File: src/rtl/uart_tx_fifo.sv
// uart_tx_fifo: transmit-side byte buffer and launcher for a UART transmitter.
// Bytes pushed by the host are queued in a synchronous FIFO. A small FSM
// hands them one at a time to the transmitter, so the host never polls busy.
//
// Handshakes:
//   Host side: a push is taken on any clock where wr_en is high and the FIFO
//   has room. "Room" includes the slot freed by a pop in the same cycle.
//   A push that cannot be taken is dropped and latches 'overflow'.
//   Transmitter side: tx_start is a registered one-cycle launch pulse with
//   tx_data stable from that cycle until the next launch. The transmitter
//   must raise tx_busy within 4 cycles of the launch, or the byte is treated
//   as lost. A later one-cycle tx_done ends the frame.
//
// Optional feature (macro UART_TX_FIFO_THRESH_EN): adds input 'thresh' and a
// registered low-watermark output 'low_wm' = (count <= thresh), used as a
// refill interrupt.
//
// dbg_state exposes the launcher FSM: 0 IDLE, 1 LAUNCH, 2 WAIT_BUSY,
// 3 WAIT_DONE.
module uart_tx_fifo #(
  parameter int DATA_BITS = 8,
  parameter int DEPTH     = 16,
  localparam int PW       = $clog2(DEPTH),
  localparam int CW       = PW + 1
) (
  input  logic                 clk,
  input  logic                 rst_n,
  input  logic                 enable,
  input  logic                 wr_en,
  input  logic [DATA_BITS-1:0] wr_data,
  output logic                 full,
  output logic                 empty,
  output logic [CW-1:0]        count,
  output logic                 overflow,
  input  logic                 ovf_clr,
  output logic [DATA_BITS-1:0] tx_data,
  output logic                 tx_start,
  input  logic                 tx_busy,
  input  logic                 tx_done,
`ifdef UART_TX_FIFO_THRESH_EN
  input  logic [CW-1:0]        thresh,
  output logic                 low_wm,
`endif
  output logic [1:0]           dbg_state
);

  typedef enum logic [1:0] {
    S_IDLE      = 2'd0,
    S_LAUNCH    = 2'd1,
    S_WAIT_BUSY = 2'd2,
    S_WAIT_DONE = 2'd3
  } state_t;

  state_t               state, state_nxt;
  logic [1:0]           wb_cnt;
  logic                 busy_timeout;

  logic [DATA_BITS-1:0] mem [DEPTH];
  logic [PW-1:0]        wr_ptr, rd_ptr;
  logic [CW-1:0]        count_nxt;
  logic                 push, pop, reject;

  // Pop only in LAUNCH. A full FIFO still accepts a push in that cycle
  // because the head slot is freed at the same edge.
  assign pop    = enable && (state == S_LAUNCH);
  assign push   = enable && wr_en && (!full || pop);
  assign reject = enable && wr_en && !push;

  assign dbg_state = state;

  // Next occupancy; full/empty are registered from it so they track count exactly.
  always_comb begin
    count_nxt = count;
    case ({push, pop})
      2'b10:   count_nxt = count + CW'(1);
      2'b01:   count_nxt = count - CW'(1);
      default: count_nxt = count;
    endcase
  end

  // FIFO storage write; stale entries are harmless since pointers gate reads.
  always_ff @(posedge clk) begin
    if (push) mem[wr_ptr] <= wr_data;
  end

  // Pointers, occupancy and flags; disable flushes exactly like reset.
  always_ff @(posedge clk) begin
    if (!rst_n || !enable) begin
      wr_ptr <= '0;
      rd_ptr <= '0;
      count  <= '0;
      empty  <= 1'b1;
      full   <= 1'b0;
    end else begin
      if (push) wr_ptr <= wr_ptr + PW'(1);
      if (pop)  rd_ptr <= rd_ptr + PW'(1);
      count <= count_nxt;
      empty <= (count_nxt == '0);
      full  <= (count_nxt == CW'(DEPTH));
    end
  end

  // Sticky overflow: set by a dropped push or a launch the transmitter never
  // took. A set in the same cycle as ovf_clr wins. The flag survives disable.
  always_ff @(posedge clk) begin
    if (!rst_n) begin
      overflow <= 1'b0;
    end else if (enable) begin
      if (reject || busy_timeout) overflow <= 1'b1;
      else if (ovf_clr)           overflow <= 1'b0;
    end
  end

  // Launcher state register.
  always_ff @(posedge clk) begin
    if (!rst_n || !enable) state <= S_IDLE;
    else                   state <= state_nxt;
  end

  // Cycles spent in WAIT_BUSY, restarted on every entry.
  always_ff @(posedge clk) begin
    if (!rst_n || !enable || state != S_WAIT_BUSY) wb_cnt <= '0;
    else                                           wb_cnt <= wb_cnt + 2'd1;
  end

  // Launcher next-state logic; tx_done outside WAIT_DONE is ignored.
  always_comb begin
    state_nxt    = state;
    busy_timeout = 1'b0;
    case (state)
      S_IDLE:      if (!empty && !tx_busy) state_nxt = S_LAUNCH;
      S_LAUNCH:    state_nxt = S_WAIT_BUSY;
      S_WAIT_BUSY: begin
        if (tx_busy) begin
          state_nxt = S_WAIT_DONE;
        end else if (wb_cnt == 2'd3) begin
          state_nxt    = S_IDLE;
          busy_timeout = 1'b1;
        end
      end
      S_WAIT_DONE: if (tx_done) state_nxt = S_IDLE;
      default:     state_nxt = S_IDLE;
    endcase
  end

  // Registered launch pulse and data; tx_data holds until the next launch.
  always_ff @(posedge clk) begin
    if (!rst_n || !enable) begin
      tx_start <= 1'b0;
      tx_data  <= '0;
    end else begin
      tx_start <= pop;
      if (pop) tx_data <= mem[rd_ptr];
    end
  end

`ifdef UART_TX_FIFO_THRESH_EN
  // Low watermark, registered one cycle behind count.
  always_ff @(posedge clk) begin
    if (!rst_n) low_wm <= 1'b1;
    else        low_wm <= (count <= thresh);
  end
`endif

endmodule

File: config.mk
export PLATFORM = sky130hd
export DESIGN_NAME = uart_tx_fifo
export DESIGN_NICKNAME = d
export VERILOG_FILES = /design/src/rtl/uart_tx_fifo.sv
export SDC_FILE = /design/constraint.sdc
export NUM_CORES = 1
export LEC_CHECK = 0
export ABC_AREA = 0
export ABC_CLOCK_PERIOD_IN_PS = 3300
export BUFFER_PORTS_ARGS = -buffer_cell sky130_fd_sc_hd__buf_2
export CORE_MARGIN = 2
export CORE_UTILIZATION = 50
export CTS_CLUSTER_DIAMETER = 30
export DETAILED_ROUTE_END_ITERATION = 8
export MAX_ROUTING_LAYER = met4
export PLACE_DENSITY_LB_ADDON = 0.1
export SETUP_SLACK_MARGIN = 0.05
export SKIP_LAST_GASP = 1
export SYNTH_ARGS = -nofsm -noshare
export SYNTH_HDL_FRONTEND = slang
export SYNTH_SLANG_ARGS = --single-unit
File: constraint.sdc
create_clock -name clk -period 3.3 [get_ports clk]
set_input_delay 0.495 -clock clk [delete_from_list [all_inputs] [get_ports clk]]
set_output_delay 0.495 -clock clk [all_outputs]
set_load 0.02 [all_outputs]
Yosys cells after proc, flatten, opt, wreduce, memory -nomap -nowiden
Memory sizes are Yosys's and may differ from the RTL's. A register that Yosys moved wholly into a read port is not among the register bits. Index checks and enable logic that the tools add are counted. W data, S select, Z words.

Magnitude comparators: 0. Multiplexer cells: 13. Shift-type cells: 0. $mul: 0. Add/sub/neg operators: 5. Divide/modulo/power cells: 0. Equality and inequality tests: 11. Bitwise operators: 0. Reduce and logical (&&, ||, !) cells: 20.

Operators with widths (number): $pmux W5 S2 (1); $add A4 B1 Y4 const B (2); $eq A2 B2 Y1 const B (4); $mux W2 (4); $pmux W2 S4 (1); $mux W1 (7); $logic_not A1 Y1 (6); $ne A2 B2 Y1 const B (3); $add A5 B1 Y5 const B (1); $eq A5 B5 Y1 const B (1); $logic_and A1 B1 Y1 (5); $logic_not A5 Y1 (1); $sub A5 B1 Y5 const B (1); $eq A2 B1 Y1 const B (2); $logic_or A1 B1 Y1 (4); $ne A3 B3 Y1 const B (1); $reduce_and A3 Y1 (1); $add A2 B1 Y2 const B (1); $logic_not A2 Y1 (1); $reduce_and A2 Y1 (1); $reduce_bool A2 Y1 (1).

Bits of input ports: 15. Bits in writable memories: 128. Word-level logic and storage cells: 59. Bits in read-only memories: 0. Output and inout bits: 19. Memories: 1. Bits in latches: 0. Bits in registers: 21.

Memory list: mem (depth 16, width 8, read ports 1, clocked after Yosys merged registers in 1, wr ports 1, RTL line 58) `logic [DATA_BITS-1:0] mem [DEPTH];`.

Depth between registers and ports, before layout
Gate-level depths: netlist (run 1).

Word-level depth: 9. Depth in mapped cells: 13.

Worst setup path before layout (run 1)
No wires, ideal clock.

Kind: register to register. Start: reg state[0], in the netlist dbg_state[0]. End: reg empty. Arrival time: 2.641 ns. Clock period less this slack: 2.715 ns. Cell stages (with the launch flop): 14. Setup slack: 0.585 ns. Path buffers: 2. Cells stage by stage: dfxtp_1 -> buf_2 -> nand2b_1 -> a21oi_2 -> inv_1 -> ha_1 -> buf_2 -> xor2_1 -> ha_1 -> a21oi_1 -> mux2i_1 -> xor2_1 -> o211ai_1 -> o21ai_0.

Longest elaborated chain between the ends: 7. Elaborated cells between the ends (all ways): 8. Classes of those cells: eq/ne: 3; mux: 1; reduce/logical: 4.

RTL lines: start: declaration (RTL line 54) `state_t state, state_nxt;`; start signal: assignment (RTL line 117) `else state <= state_nxt;`; $eq A2 B1 Y1 * (RTL line 65) `assign pop = enable && (state == S_LAUNCH);`; $logic_and A1 B1 Y1 * (RTL line 65); $logic_or A1 B1 Y1 (RTL line 66) `assign push = enable && wr_en && (!full || pop);`; $logic_and A1 B1 Y1 (RTL line 66); $eq A2 B1 Y1 / $eq A2 B2 Y1 (equally long branches) (RTL line 74) `case ({push, pop})`; $pmux W5 S2 * (RTL line 74); $logic_not A5 Y1 * (RTL line 98) `empty <= (count_nxt == '0);`; end signal: assignment (RTL line 98); end: declaration (RTL line 32) `output logic empty,`.

Every way passes the cells marked *; elsewhere a longest branch is shown, timed or not. A chain may end at the register's enable or synchronous reset.

Final worst setup path (run 1)
Start: reg state[0], in the netlist dbg_state[0]. End: reg full.

Longest elaborated chain between the ends: 7. Elaborated cells between the ends (all ways): 8. Classes of those cells: eq/ne: 4; mux: 1; reduce/logical: 3.

RTL lines: $eq A2 B1 Y1 * (RTL line 65); $logic_and A1 B1 Y1 * (RTL line 65); $logic_or A1 B1 Y1 (RTL line 66); $logic_and A1 B1 Y1 (RTL line 66); $eq A2 B1 Y1 / $eq A2 B2 Y1 (equally long branches) (RTL line 74); $pmux W5 S2 * (RTL line 74); $eq A5 B5 Y1 * (RTL line 99) `full <= (count_nxt == CW'(DEPTH));`; end signal: assignment (RTL line 99); end: declaration (RTL line 31) `output logic full,`.

Marks and branches as above.

==> results of run 1 <==
## per-stage QoR
| stage | util, % | total power, mW | worst slack [ps] | hold WS, ps | area, sq um |
|---|---|---|---|---|---|
| after detailed placement | 53.8 | 2.28 | 641 | 421 | 6730 |
| after CTS | 58.2 | 4.07 | 625 | 325 | 7280 |
| after floorplan | - | 2.23 | 585 | 396 | 6370 |
| after global routing | 58.2 | 4.17 | 374 | 347 | 7280 |
| after global placement | 53.8 | 2.27 | 752 | 406 | 6730 |
| final | 58.2 | 4.03 | 618 | 334 | 7280 |
## layer usage
metal | routed length (microns) | up-vias
li1 | - | 1545
met1 | 5300 | 1665
met2 | 5910 | 72
met3 | 437 | 13
met4 | 175 | 0
met5 | 0 | -
## power by group through the flow
stage / registers [mW] / clock network [mW] / logic [mW]
floorplan: 2.19 / 0 / 0.0350
global placement: 2.19 / 0 / 0.0779
detailed placement: 2.19 / 0 / 0.0815
CTS: 2.15 / 1.83 / 0.0817
global route: 2.15 / 1.92 / 0.0896
finish: 2.15 / 1.80 / 0.0799
## how the worst max path moves through the flow
| stage | end | slack (ps) | cells after the start |
|---|---|---|---|
| 3_5_place_dp | empty | 640 | 11 |
| 3_3_place_gp | full | 750 | 11 |
| 6_report | full | 620 | 11 |
| 4_1_cts | empty | 630 | 11 |
| 2_1_floorplan | empty | 580 | 13 |
| 5_1_grt | full | 370 | 11 |
## sequential cells by signal, summed over array words and instances (netlist names), 2 cells and up
register	cells
tx_data	8
dbg_state	2
mem	128
wb_cnt	2
wr_ptr	4
count	5
rd_ptr	4
## synthesized netlist by cell type, types with 8 or more instances
| library cell | n |
|---|---|
| dfxtp_1 | 29 |
| mux2_2 | 8 |
| ha_1 | 9 |
| mux4_1 | 9 |
| xor2_1 | 8 |
| a31oi_1 | 9 |
| nor2_1 | 31 |
| clkbuf_1 | 10 |
| mux2i_1 | 11 |
| buf_2 | 8 |
| mux4_2 | 23 |
| edfxtp_1 | 128 |
| nand2_1 | 15 |
## layout make-up
| class | count | area (sq um) | area share [%] |
|---|---|---|---|
| Clock inverter | 8 | 66.3 | 0.911 |
| Multi-Input combinational cell | 184 | 1800 | 24.7 |
| Timing Repair Buffer | 48 | 278 | 3.81 |
| Clock buffer | 24 | 483 | 6.63 |
| Tap cell | 172 | 215 | 2.96 |
| Inverter | 4 | 15.0 | 0.206 |
| Sequential cell | 157 | 4430 | 60.8 |
## worst reg2reg max path: stages (launching register included)
cell      delay (ps)
dfxtp_1          470
nor2b_1          180
buf_4            200
and2_1           170
ha_1             340
xor2_1           120
ha_1             230
a21oi_1          170
mux2i_1          230
xor2_1           210
o211ai_1         140
nor3_1           150
## kinds of logic after synthesis
group,after synthesis,share of synthesized area (%)
AO/OA/AOI/OAI,38,4.38
XOR/XNOR,12,1.65
adder cells (fa/ha/maj),9,1.77
buffers and inverters,28,2.36
flip-flops,157,69.4
multiplexers,51,15.0
AND/OR/NAND/NOR,74,5.46
==> flow_metrics.env, run 1 <==
export IMPL_status="finished clean"
export IMPL_via_count=3295
export IMPL_wirelength_mm=11.8
export IMPL_die_area_sq_mm=0.0137
export IMPL_die_w_microns=117
export IMPL_slew_headroom_pct=35.5
export IMPL_start_util_pct=50.9
export IMPL_async_reset_ff_share_pct=0
export IMPL_min_from="rst_n"
export IMPL_ctsHoldBuffers=0
export IMPL_cp_arrival_ps=3020
export IMPL_antenna_found_initial=0
export IMPL_grt_pass1_vias=3186
export IMPL_cts_resized=0
export IMPL_crit_fanout=11
export IMPL_yosysWarnings=0
export IMPL_finalHoldViolCount=0
export IMPL_crit_required_ps=3640
export IMPL_yosysTopAreaCell="edfxtp_1"
export IMPL_ys_seq_area_share_pct=69.4
export IMPL_grt_pass1_wl_mm=18.1
export IMPL_p_int_mw=3.27
export IMPL_p_sw_mw=0.767
export IMPL_cellLeakagePower_nw=2.43
export IMPL_num_io_pins=34
export IMPL_period_minus_slack_ps=2680
export IMPL_clkPwrFrac_pct=44.7
export IMPL_worstSetupPathType="reg2reg"
export IMPL_hold_class="in2reg"
export IMPL_gp_congestion=0.758
export IMPL_startpoint="dbg_state[0]"
export IMPL_path_cells="nor2b_1 > buf_4 > and2_1 > ha_1 > xor2_1 > ha_1 > a21oi_1 > mux2i_1 > xor2_1 > o211ai_1 > nor3_1"
export IMPL_grtUsageMet1_pct=25.2
export IMPL_ir_drop_mv=0.365
export IMPL_ant_nets=0
export IMPL_synth_cells=369
export IMPL_hold_end="overflow"
export IMPL_layout_drive_gt1_share_pct=25.6
export IMPL_synth_edf_count=128
export IMPL_clock_sinks=157
export IMPL_p_sw_share_pct=19.0
export IMPL_die_y_microns=117
export IMPL_grtUsageMet2_pct=30.4
export IMPL_synth_nets=393
export IMPL_rows=41
export IMPL_synthTopCellsByArea="edfxtp_1, dfxtp_1, mux4_2"
export IMPL_path_delay_family="adder cells"
export IMPL_cts_tree="done"
export IMPL_fmax_mhz=373
export IMPL_dp_cells=565
export IMPL_maxCapViolCount=0
export IMPL_cts_buffers_inserted=17
export IMPL_synthesis_area_sq_mm=0.00637
export IMPL_diodes=0
export IMPL_overflow=0
export IMPL_reg2reg_to="full"
export IMPL_n_fill_cell=972
export IMPL_drtPass1Iterations=4
export IMPL_grt_setup_unrepaired="false"
export IMPL_cts_root_buf="clkbuf_16"
export IMPL_top_usage_layer="met2"
export IMPL_synth_ff_type="edfxtp_1"
export IMPL_worstHoldPathCells=2
export IMPL_coreArea_sq_mm=0.0125
export IMPL_critPathMaxStageDelay_ps=470
export IMPL_area_growth_syn_to_layout_pct=14.3
export IMPL_min_period_over_period_pct=81.3
export IMPL_h_tree_depth=4
export IMPL_critical_path_slowest_cell="dfxtp_1"
export IMPL_nets=436
export IMPL_finalSetupTns_ps=0
export IMPL_clock_latency_ps=420
export IMPL_syn_avg_cell_area_sq_um=17.3
export IMPL_seqPwrFrac_pct=53.4
export IMPL_final_setup_skew_ps=6.24
export IMPL_worst_pin_slew_ps=966
export IMPL_maxSlewViolCount=0
export IMPL_clkSlewWorstSetupHoldPaths_ps=60
export IMPL_power_density_mw_per_mm2=554
export IMPL_dp_hpwl_mm=7.79
export IMPL_instances_no_fill=597
export IMPL_post_cts_buffers=0
export IMPL_synth_top_cell_area_share_pct=60.3
export IMPL_grt_usage_pct=19.6
export IMPL_r2r_cells=11
export IMPL_layout_commonest_cell="edfxtp_1"
export IMPL_crit_path_end_kind="register"
export IMPL_regToRegSetupSlack_ps=620
export IMPL_synth_seq_cells=157
export IMPL_p_comb_share_pct=2.0
export IMPL_cts_path_max_buffers=2
export IMPL_layout_common_cells="edfxtp_1, buf_2, nor2_1"
export IMPL_vias_per_cell=5.52
export IMPL_cp_num_buf_inv=1
export IMPL_synth_distinct_cells=43
export IMPL_wire_per_inst_microns=19.8
export IMPL_setup_viol=0
export IMPL_reg2reg_from="dbg_state[0]"
export IMPL_grt_use_met3_pct=4.53
export IMPL_grt_max_degree=35
export IMPL_drt_iter0_drc=169
export IMPL_start_kind="register"
export IMPL_portBuffers=33
export IMPL_drc_errors=0
No activity file was read; power rests on OpenSTA's default activity.
==> run 2: changes to the inputs <==
--- a/config.mk
+++ b/config.mk
@@ -6,7 +6,7 @@
 export NUM_CORES = 1
 export LEC_CHECK = 0
 export ABC_AREA = 0
-export ABC_CLOCK_PERIOD_IN_PS = 3300
+export ABC_CLOCK_PERIOD_IN_PS = 2700
 export BUFFER_PORTS_ARGS = -buffer_cell sky130_fd_sc_hd__buf_2
 export CORE_MARGIN = 2
 export CORE_UTILIZATION = 50
==> constraint.sdc (replaced) <==
create_clock -name clk -period 2.7 [get_ports clk]
set_input_delay 0.405 -clock clk [delete_from_list [all_inputs] [get_ports clk]]
set_output_delay 0.405 -clock clk [all_outputs]
set_load 0.02 [all_outputs]
==> run 2 against run 1 <==
Effect of this change: routed wire length rose by 0.89%; final area grew 1.7%; clock skew hardly changed; power rose by 25%; critical path type unchanged; setup slack worse by 340 ps; die area stayed put; sequential share of layout area is 1.0 points lower; clock-buffer cell count fell by 5; fmax is 11% higher; hold slack worse by 88 ps; critical path depth is the same.
==> flow_metrics.env, run 2 (synthesis gave the netlist of run 1 again) <==
export IMPL_status="finished clean"
export IMPL_min_period_over_period_pct=89.6
export IMPL_ctsHoldBuffers=0
export IMPL_wirelength_mm=11.9
export IMPL_drc_errors=0
export IMPL_n_fill_cell=991
export IMPL_crit_required_ps=3040
export IMPL_nets=446
export IMPL_largest_reg_flops=128
export IMPL_num_io_pins=34
export IMPL_layout_common_cells="edfxtp_1, buf_2, nor2_1"
export IMPL_dp_hpwl_mm=7.84
export IMPL_wire_per_inst_microns=19.7
export IMPL_layout_drive_gt1_share_pct=28.1
export IMPL_post_cts_buffers=0
export IMPL_grt_usage_pct=19.8
export IMPL_grt_max_degree=36
export IMPL_gp_congestion=0.756
export IMPL_cts_path_max_buffers=2
export IMPL_dp_cells=575
export IMPL_clock_sinks=157
export IMPL_path_cells="nand2b_1 > a21oi_4 > inv_1 > ha_1 > xor2_1 > ha_1 > a21oi_1 > mux2i_1 > xor2_1 > o211ai_1 > o21ai_0"
export IMPL_cp_arrival_ps=2760
export IMPL_area_growth_syn_to_layout_pct=16.2
export IMPL_overflow=0
export IMPL_finalSetupTns_ps=0
export IMPL_cts_root_buf="clkbuf_16"
export IMPL_power_density_mw_per_mm2=682
export IMPL_antenna_found_initial=0
export IMPL_drtPass1Iterations=4
export IMPL_cts_buffers_inserted=17
export IMPL_cellLeakagePower_nw=2.50
export IMPL_path_delay_family="compound AO/OA/AOI/OAI gates"
export IMPL_coreArea_sq_mm=0.0125
export IMPL_slew_headroom_pct=51.6
export IMPL_diodes=0
export IMPL_finalHoldViolCount=0
export IMPL_critPathMaxStageDelay_ps=360
export IMPL_maxSlewViolCount=0
export IMPL_maxCapViolCount=0
export IMPL_die_area_sq_mm=0.0137
export IMPL_die_w_microns=117
export IMPL_start_kind="register"
export IMPL_worst_pin_slew_ps=724
export IMPL_final_setup_skew_ps=6.67
export IMPL_via_count=3333
export IMPL_place_ws_ps=215
export IMPL_clkSlewWorstSetupHoldPaths_ps=60
export IMPL_worstSetupPathType="reg2reg"
export IMPL_crit_path_end_kind="register"
export IMPL_utilization_pct=59.2
export IMPL_die_y_microns=117
export IMPL_max_flop_register="mem"
export IMPL_vias_per_cell=5.50
export IMPL_multi_input_area_sq_mm=0.00181
export IMPL_grt_setup_unrepaired="false"
export IMPL_rows=41
export IMPL_grt_pass1_vias=3330
export IMPL_setup_viol=0
export IMPL_hold_class="in2reg"
export IMPL_crit_fanout=8
export IMPL_clock_latency_ps=410
export IMPL_reg_top3="mem (128), tx_data (8), count (5)"
export IMPL_ff_latch_area_sq_mm=0.00443
export IMPL_drt_iter0_drc=235
export IMPL_layout_commonest_cell="edfxtp_1"
export IMPL_start_util_pct=50.9
export IMPL_ant_nets=0
export IMPL_cts_resized=0
export IMPL_cp_num_buf_inv=1
export IMPL_grt_pass1_wl_mm=18.5
export IMPL_fmax_mhz=414
export IMPL_critical_path_slowest_cell="dfxtp_1"
export IMPL_h_tree_depth=4
export IMPL_ir_drop_mv=0.521
export IMPL_period_minus_slack_ps=2420
export IMPL_setup_slack_ps=282
export IMPL_cts_tree="done"
export IMPL_portBuffers=33
export IMPL_instances_no_fill=606
[run 2: path summary, 6_finish.rpt]
kind,endpoint,cells after the start,slack (ps),startpoint
max,empty,11,280,dbg_state[1]
min,overflow,2,250,rst_n
max reg2reg,empty,11,280,dbg_state[1]
min reg2reg,wb_cnt[0],1,420,wb_cnt[0]
[run 2: cell type report]
class                           count  area share, %
Tap cell                          172           2.90
Multi-Input combinational cell    184           24.4
Clock inverter                     12           1.98
Sequential cell                   157           59.8
Inverter                            4          0.203
Clock buffer                       19           5.84
Timing Repair Buffer               58           4.93
[run 2: through the flow]
stage | cell area, sq um | hold slack [ps] | power, mW
6_report | 7410 | 246 | 5.05
5_1_grt | 7410 | 260 | 5.21
4_1_cts | 7410 | 232 | 5.10
3_5_place_dp | 6830 | 411 | 2.78
3_3_place_gp | 6830 | 407 | 2.78
2_1_floorplan | 6380 | 396 | 2.73
[run 2: layer usage]
layer / vias up / wire (microns) / GRT usage (%)
met1: 1681 / 5210 / 25.0
met3: 11 / 671 / 5.10
met5: - / 0 / -
met4: 0 / 148 / 6.04
met2: 80 / 5890 / 31.7
li1: 1561 / - / -
[run 2: report_power, final]
part,total (mW),switching [mW],leakage (nW),internal (mW)
clock,2.33,0.884,0.280,1.44
sequential,2.63,0.00548,1.39,2.62
combinational,0.0989,0.0656,0.828,0.0333
==> run 3: changes to the inputs <==
--- a/config.mk
+++ b/config.mk
@@ -9,7 +9,7 @@
 export ABC_CLOCK_PERIOD_IN_PS = 2700
 export BUFFER_PORTS_ARGS = -buffer_cell sky130_fd_sc_hd__buf_2
 export CORE_MARGIN = 2
-export CORE_UTILIZATION = 50
+export CORE_UTILIZATION = 55
 export CTS_CLUSTER_DIAMETER = 30
 export DETAILED_ROUTE_END_ITERATION = 8
 export MAX_ROUTING_LAYER = met4
==> run 3 against run 2 <==
Effect of this change: clock power grew 5%; global-route usage increased by 2.0 points; final area about the same; sequential power barely moved; non-clock buffer count increased by 1; fmax is 2.3% lower; critical path depth unchanged; flip-flop and latch count unchanged; clock skew barely moved.
==> flow_metrics.env, run 3 (synthesis gave the netlist of run 1 again) <==
export IMPL_status="finished clean"
export IMPL_layout_commonest_cell="edfxtp_1"
export IMPL_start_util_pct=56.1
export IMPL_cts_root_buf="clkbuf_16"
export IMPL_clock_sinks=157
export IMPL_grt_pass1_vias=3388
export IMPL_period_minus_slack_ps=2480
export IMPL_min_from="rst_n"
export IMPL_crit_path_end_kind="register"
export IMPL_maxSlewViolCount=0
export IMPL_ant_nets=0
export IMPL_place_ws_ps=180
export IMPL_grt_max_degree=36
export IMPL_multi_input_area_sq_mm=0.00181
export IMPL_clkSlewWorstSetupHoldPaths_ps=60
export IMPL_final_setup_skew_ps=6.76
export IMPL_die_area_sq_mm=0.0125
export IMPL_regToRegSetupSlack_ps=220
export IMPL_cp_arrival_ps=2810
export IMPL_n_fill_cell=784
export IMPL_drt_iter0_drc=190
export IMPL_die_y_microns=112
export IMPL_cellLeakagePower_nw=2.53
export IMPL_crit_required_ps=3040
export IMPL_instances_no_fill=579
export IMPL_maxCapViolCount=0
export IMPL_reg2reg_to="full"
export IMPL_finalHoldViolCount=0
export IMPL_gp_congestion=0.821
export IMPL_h_tree_depth=4
export IMPL_worstHoldPathCells=2
export IMPL_ir_drop_mv=0.473
export IMPL_start_kind="register"
export IMPL_cts_path_max_buffers=2
export IMPL_hold_end="overflow"
export IMPL_drtPass1Iterations=4
export IMPL_overflow=0
export IMPL_wire_per_inst_microns=20.8
export IMPL_coreArea_sq_mm=0.0114
export IMPL_setup_slack_ps=224
export IMPL_die_w_microns=112
export IMPL_reg_top3="mem (128), tx_data (8), count (5)"
export IMPL_cts_buffers_inserted=17
export IMPL_largest_reg_flops=128
export IMPL_diodes=0
export IMPL_via_count=3370
export IMPL_grt_usage_pct=21.7
export IMPL_cts_tree="done"
export IMPL_drc_errors=0
export IMPL_dp_hpwl_mm=7.56
export IMPL_finalSetupTns_ps=0
export IMPL_dp_cells=547
export IMPL_wirelength_mm=12.0
export IMPL_layout_common_cells="edfxtp_1, buf_2, nor2_1"
export IMPL_grt_setup_unrepaired="false"
export IMPL_setup_viol=0
export IMPL_max_flop_register="mem"
export IMPL_portBuffers=33
export IMPL_min_period_over_period_pct=91.7
export IMPL_hold_class="in2reg"
export IMPL_fmax_mhz=404
export IMPL_r2r_cells=11
export IMPL_ff_latch_area_sq_mm=0.00443
export IMPL_crit_fanout=8
export IMPL_power_density_mw_per_mm2=697
export IMPL_layout_drive_gt1_share_pct=28.2
export IMPL_slew_headroom_pct=47.4
export IMPL_rows=39
export IMPL_area_growth_syn_to_layout_pct=16.3
export IMPL_clock_latency_ps=420
export IMPL_worstSetupPathType="reg2reg"
export IMPL_vias_per_cell=5.82
export IMPL_worst_pin_slew_ps=788
export IMPL_nets=447
export IMPL_antenna_found_initial=0
export IMPL_grt_pass1_wl_mm=19.2
export IMPL_reg2reg_from="dbg_state[1]"
export IMPL_num_io_pins=34
[run 3: worst max path at each step]
stage                 startpoint  slack [ps]     to
finish              dbg_state[1]         220   full
global route        dbg_state[1]          50   full
CTS                 dbg_state[0]         160   full
detailed placement  dbg_state[0]         180   full
global placement    dbg_state[0]         340  empty
floorplan           dbg_state[0]          60  empty
[run 3: power breakdown]
group | internal, mW | leakage (nW) | switching, mW | total (mW)
combinational | 0.0332 | 0.833 | 0.0668 | 0.0999
clock | 1.57 | 0.305 | 0.870 | 2.44
sequential | 2.62 | 1.39 | 0.00558 | 2.63
[run 3: stage by stage]
step / util (%) / hold slack (ps) / power, mW / instance area [sq um]
final: 65.2 / 251 / 5.17 / 7410
after global routing: 65.2 / 272 / 5.32 / 7410
after CTS: 65.2 / 239 / 5.22 / 7410
after detailed placement: 59.8 / 418 / 2.78 / 6800
after global placement: 59.8 / 409 / 2.78 / 6800
after floorplan: - / 396 / 2.73 / 6380
[run 3: layout make-up]
type	count	share of cell area (%)
tap	143	2.41
clock buffer	25	6.82
sequential	157	59.7
clock inverter	7	1.47
inverter	4	0.202
multi-input combinational	184	24.4
timing repair buffer	59	5.03
[run 3: repair_timing]
action / in CTS / in global routing
hold buffers: 0 / 0
gates resized for setup: 0 / 1
endpoints found under the setup margin: 0 / 2
setup buffers: 0 / 0
[run 3: routing by layer]
metal	vias up	track usage (%)	share of wire (%)
met5	-	-	0
met4	0	8.31	1.9
met3	23	4.63	5.0
met2	103	34.6	51
met1	1677	27.8	42
li1	1567	-	-
[run 3: worst max-delay path, cell delays in order, from the launching register on]
cell and delay, ps:
dfxtp_1 370, nand2b_1 240, a21oi_4 160, inv_1 70, ha_1 220, xor2_1 160, ha_1 240, a21oi_1 170
mux2i_1 250, xor2_1 220, o211ai_1 140, nor3_1 150
